===== src/rtl/placar_bcd.sv =====
// placar_bcd: multi-digit BCD up/down score counter.
//
// Holds a packed BCD count. Each nibble stays in 0..9 and drives one 7-segment digit decoder.
// Requests are applied with this priority:
//   1. clr
//   2. load (every nibble clamped to 9)
//   3. inc and dec together (hold)
//   4. inc
//   5. dec
// A wrap past the ends of the range raises a single-cycle overflow or underflow pulse.
// All outputs are registered and update on the edge that samples the request.
//
// Optional feature (macro PLACAR_INC_EDGE_EN):
//   Defined   - inc/dec are level inputs. Only their rising edges count.
//   Undefined - every cycle that inc/dec is high counts once.
//
// Ports:
//   clk         in   system clock, rising edge
//   rst_n       in   synchronous active-low reset
//   inc         in   increment request
//   dec         in   decrement request
//   clr         in   synchronous clear to zero
//   load        in   synchronous preset from valor_load
//   valor_load  in   preset value, BCD, digit i at [4i+3:4i]
//   digitos     out  current count, BCD, same packing
//   overflow    out  one-cycle pulse on wrap from all-9s to all-0s
//   underflow   out  one-cycle pulse on wrap from all-0s to all-9s
//   zero        out  high while digitos is all zeros
module placar_bcd #(
   parameter int unsigned NDIG = 4
) (
   input  logic              clk,
   input  logic              rst_n,
   input  logic              inc,
   input  logic              dec,
   input  logic              clr,
   input  logic              load,
   input  logic [4*NDIG-1:0] valor_load,
   output logic [4*NDIG-1:0] digitos,
   output logic              overflow,
   output logic              underflow,
   output logic              zero
);

   logic [4*NDIG-1:0] count_q, count_d;
   logic              overflow_q, overflow_d;
   logic              underflow_q, underflow_d;
   logic              zero_q, zero_d;

   logic              inc_req, dec_req;
   logic [4*NDIG-1:0] inc_val, dec_val, load_val;
   logic              inc_carry, dec_borrow;

`ifdef PLACAR_INC_EDGE_EN
   logic inc_prev_q, dec_prev_q;

   always_ff @(posedge clk) begin
      if (!rst_n) begin
         inc_prev_q <= 1'b0;
         dec_prev_q <= 1'b0;
      end else begin
         inc_prev_q <= inc;
         dec_prev_q <= dec;
      end
   end

   assign inc_req = inc & ~inc_prev_q;
   assign dec_req = dec & ~dec_prev_q;
`else
   assign inc_req = inc;
   assign dec_req = dec;
`endif

   // Carry chain: a digit moves only while every lower digit is 9.
   // A carry that survives the top digit means the counter was all 9s and has wrapped.
   always_comb begin
      inc_val   = count_q;
      inc_carry = 1'b1;
      for (int i = 0; i < int'(NDIG); i++) begin
         if (inc_carry) begin
            if (count_q[4*i +: 4] == 4'd9) begin
               inc_val[4*i +: 4] = 4'd0;
            end else begin
               inc_val[4*i +: 4] = count_q[4*i +: 4] + 4'd1;
               inc_carry         = 1'b0;
            end
         end
      end
   end

   // Borrow chain: mirror of the carry chain, rippling across digits that are 0.
   always_comb begin
      dec_val    = count_q;
      dec_borrow = 1'b1;
      for (int i = 0; i < int'(NDIG); i++) begin
         if (dec_borrow) begin
            if (count_q[4*i +: 4] == 4'd0) begin
               dec_val[4*i +: 4] = 4'd9;
            end else begin
               dec_val[4*i +: 4] = count_q[4*i +: 4] - 4'd1;
               dec_borrow        = 1'b0;
            end
         end
      end
   end

   // Clamp non-BCD preset nibbles so the register never holds an invalid digit.
   always_comb begin
      load_val = '0;
      for (int i = 0; i < int'(NDIG); i++) begin
         load_val[4*i +: 4] = (valor_load[4*i +: 4] > 4'd9) ? 4'd9 : valor_load[4*i +: 4];
      end
   end

   always_comb begin
      count_d     = count_q;
      overflow_d  = 1'b0;
      underflow_d = 1'b0;
      if (clr) begin
         count_d = '0;
      end else if (load) begin
         count_d = load_val;
      end else if (inc_req && dec_req) begin
         count_d = count_q;  // opposing requests cancel
      end else if (inc_req) begin
         count_d    = inc_val;
         overflow_d = inc_carry;
      end else if (dec_req) begin
         count_d     = dec_val;
         underflow_d = dec_borrow;
      end
      // Derived from the next value so zero never lags digitos.
      zero_d = (count_d == '0);
   end

   always_ff @(posedge clk) begin
      if (!rst_n) begin
         count_q     <= '0;
         overflow_q  <= 1'b0;
         underflow_q <= 1'b0;
         zero_q      <= 1'b1;
      end else begin
         count_q     <= count_d;
         overflow_q  <= overflow_d;
         underflow_q <= underflow_d;
         zero_q      <= zero_d;
      end
   end

   assign digitos   = count_q;
   assign overflow  = overflow_q;
   assign underflow = underflow_q;
   assign zero      = zero_q;

endmodule


===== config.mk =====
export PLATFORM = sky130hd
export DESIGN_NAME = placar_bcd
export DESIGN_NICKNAME = d
export VERILOG_FILES = /design/src/rtl/placar_bcd.sv
export SDC_FILE = /design/constraint.sdc
export NUM_CORES = 1
export LEC_CHECK = 0
export CAP_MARGIN = 20
export CORE_ASPECT_RATIO = 0.9
export CORE_MARGIN = 1.5
export CORE_UTILIZATION = 52
export DETAILED_ROUTE_END_ITERATION = 10
export GPL_ROUTABILITY_DRIVEN = 0
export PLACE_DENSITY = 0.84
export SYNTH_ARGS = -nofsm -noshare
export SYNTH_HDL_FRONTEND = slang
export SYNTH_SLANG_ARGS = --single-unit
export TNS_END_PERCENT = 1

===== constraint.sdc =====
create_clock -name clk -period 3.4 [get_ports clk]
set_input_delay 0.34 -clock clk [delete_from_list [all_inputs] [get_ports clk]]
set_output_delay 0.34 -clock clk [all_outputs]
set_load 0.02 [all_outputs]

==> flow_metrics.tcl <==
set metrics [dict create \
    grt_pass1_vias 1989 \
    clockPowerShare_pct 25.8 \
    grt_start_max_net_pins 21 \
    timing_worst_setup_path_type "primary input to register" \
    drtPass1Iterations 5 \
    switchingPower_mw 0.228 \
    finalHoldViolations 0 \
    library_cell_used_as_clock_root_buffer "sky130_fd_sc_hd__clkbuf_8" \
    tightestPinTransition_ns 0.502 \
    critical_path.endpoint_type "register" \
    wire_per_inst_um 17.0 \
    swShare_pct 35.1 \
    irDropWorstVdd_v 0.000149 \
    powerDensity_nw_per_um2 260 \
    final_critical_path_setup_slack_ns 0.547 \
    crit_path_max_fanout 12 \
    hp-class "register to register" \
    post-synth-top-count-cell "sky130_fd_sc_hd__nor2_1" \
    final_nets 339 \
    area_delta_synth_final_pct 24.1 \
    timing_max_transition_violations_final 0 \
    cts_setup_buffers 0 \
    place_worst_setup_slack_ns 0.291 \
    netlist-cell-type-count 68 \
    critical_path.startpoint_type "primary input" \
    yosysTopAreaCellShare_pct 19.0 \
    synth_top_cells_by_area "sky130_fd_sc_hd__dfxtp_1, sky130_fd_sc_hd__ha_1, sky130_fd_sc_hd__nor2_1" \
    max_clock_freq_mhz 351 \
    die_w_um 68.5 \
    sequentialPowerShare_pct 39.1 \
    fin_tns_setup_ns 0 \
    worst_slew_margin_rel_pct 66.1 \
    num-fill-cells 319 \
    start_util_pct 54.1 \
    placeableCoreArea_um2 3700 \
    yosysWarnings 0 \
    cts_tree "done" \
    status "complete, no violations" \
    p_leak_nw 0.969 \
    synth.net_count 303 \
    cpLargestDelayFamily "simple AND/OR/NAND/NOR gates" \
    grt_setup_unrepaired "no" \
    setup_viol 0 \
    ios 41 \
    worstPathCellList "clkdlybuf4s50_1, buf_4, nand2b_4, or4_4, nand3_2, a311o_1, nand4_1, or4_1, o41ai_2" \
    numClockSinks 19 \
    cell_internal_pwr_mw 0.420 \
    number_of_enable_type_register_cells_in_the_synthesized_netlist 0 \
    ctsLongestPathBuffers 2 \
    crit_path_top_delay_cell "sky130_fd_sc_hd__clkdlybuf4s50_1" \
    asyncSetResetFlopFracSynth_pct 0 \
    routed-via-count 2312 \
    layout_worst_path_cycle_share_pct 83.9 \
    drt-total-wl_mm 5.96 \
    final_antenna_diode_count 0 \
    drt.antenna.violating_nets 0 \
    grt_antenna_before_repair 0 \
    die-area_um2 4240 \
    post-route-drc-count 0 \
    grt.total_usage_pct 29.8 \
    share_comb_of_total_power_pct 35.1 \
    hold_buffers 0 \
    fp.dieH_um 61.9 \
    drive_gt1_share_pct 8.88 \
    critical_path.n_buffers_inverters 2 \
    global_route_wire_length_before_repair_mm 9.54 \
    drt_first_iter_violations 363 \
    average_vias_per_placed_instance 6.61 \
    synthesis.area_um2 2010 \
    cts_made_buffers 3 \
    count_of_standard_cell_rows 21 \
    cpPeakStageDelay_ns 0.70 \
    post_cts_resize_count 0 \
    htree_num_levels 1 \
    detailed_placement_hpwl_mm 4.31 \
    worst-endpoint-arrival_ns 3.03 \
    final.min_clock_period_ns 2.85 \
    synth.yosys.seq_area_share_pct 19.0 \
    maxCapViolCount 0 \
    synth-main-ff-cell "sky130_fd_sc_hd__dfxtp_1" \
    fin_worst_skew_ns 0.00160 \
    port_buffers 40 \
    clk_pin_slew_ns 0.08 \
    synth_area_per_cell_um2 7.46 \
    yosys-top-cells-count "sky130_fd_sc_hd__nor2_1, sky130_fd_sc_hd__a21oi_1, sky130_fd_sc_hd__dfxtp_1, sky130_fd_sc_hd__inv_1, sky130_fd_sc_hd__o21ai_0" \
    yosys_register_bits 19 \
    synth_cells 269 \
    synth.largest_area_cell "sky130_fd_sc_hd__dfxtp_1" \
    clock_latency_ns 0.26 \
    critPathRequiredTime_ns 3.57 \
    overflow 0 \
]
-- worst min-delay path, cell delays in order (launching register included) --
cell and delay [ns]:
sky130_fd_sc_hd__dfxtp_1 0.39, sky130_fd_sc_hd__nand3b_1 0.21, sky130_fd_sc_hd__nor4_1 0.09
-- layout by cell type (no fill, tap or decap), drive strengths merged, types with 2 or more instances in the layout --
| cell type | n |
|---|---|
| nor4b | 2 |
| o311ai | 2 |
| nor2b | 2 |
| o31a | 3 |
| o211ai | 4 |
| a41o | 2 |
| a21oi | 20 |
| clkdlybuf4s50 | 40 |
| buf | 11 |
| nor4 | 3 |
| a311o | 3 |
| o41ai | 3 |
| and2 | 6 |
| dfxtp | 19 |
| a221oi | 2 |
| mux2i | 2 |
| nand3b | 6 |
| a311oi | 4 |
| or3 | 3 |
| nor3b | 3 |
| nor3 | 6 |
| nor2 | 27 |
| ha | 12 |
| nand2b | 4 |
| or4 | 4 |
| nand4 | 4 |
| a2111oi | 2 |
| inv | 19 |
| clkbuf | 4 |
| o21ai | 18 |
| a31oi | 11 |
| and3b | 2 |
| nand3 | 15 |
| nand2 | 13 |
-- final cells by class --
cell class	instances	area (um2)	area share, %
clock buffer	4	45.0	1.81
inverter	19	71.3	2.86
multi-input combinational	211	1450	58.3
sequential	19	380	15.3
tap	46	57.6	2.31
timing repair buffer	51	483	19.4
-- per-layer routing --
layer / part of all wire, % / GRT usage, % / vias up
met3: 10 / 6.49 / 19
met2: 44 / 45.7 / 144
li1: - / - / 1085
met4: 2.0 / 8.00 / 0
met5: 0 / 0 / -
met1: 44 / 42.2 / 1064
-- worst paths after layout --
path,startpoint,end,slack [ns],depth (start not counted)
max,inc,zero$_SDFF_PN1_,0.55,9
max reg2reg,digitos[1]$_SDFF_PN0_,zero$_SDFF_PN1_,0.56,9
min,digitos[15]$_SDFF_PN0_,overflow$_SDFF_PP0_,0.73,2
min reg2reg,digitos[15]$_SDFF_PN0_,overflow$_SDFF_PP0_,0.73,2
-- power groups by stage --
stage	combinational (mW)	sequential [mW]	clock, mW
6_report	0.227	0.253	0.167
5_1_grt	0.246	0.256	0.177
4_1_cts	0.223	0.253	0.169
3_5_place_dp	0.222	0.258	0
3_3_place_gp	0.220	0.258	0
2_1_floorplan	0.134	0.261	0
-- cells by family (layout without fill, tap and decap cells) --
family / after synthesis / after routing / share of synthesized area [%]
adders and majority gates: 12 / 12 / 7.49
AOI/OAI and AO/OA: 88 / 88 / 30.3
xor gates and xnor gates: 2 / 2 / 0.874
and+or+nand+nor: 107 / 107 / 32.8
muxes: 2 / 2 / 0.998
buffers and inverters: 39 / 74 / 8.61
DFF: 19 / 19 / 19.0
-- per-stage QoR --
stage                     area, um2  power, mW  instances  utilization [%]  hold WS (ns)
final                          2490      0.648        350             67.2         0.735
after global routing           2490      0.679        350             67.2         0.771
after CTS                      2490      0.645        350             67.2         0.709
after detailed placement       2440      0.480        346             66.0         0.698
after global placement         2440      0.478        346             66.0         0.686
after floorplan                2010      0.395        269                -         0.396
-- sequential cells by signal, indices dropped and copies added, names as in the netlist --
signal	cells
underflow	1
overflow	1
digitos	16
zero	1
(Power assumes the default switching activity.)
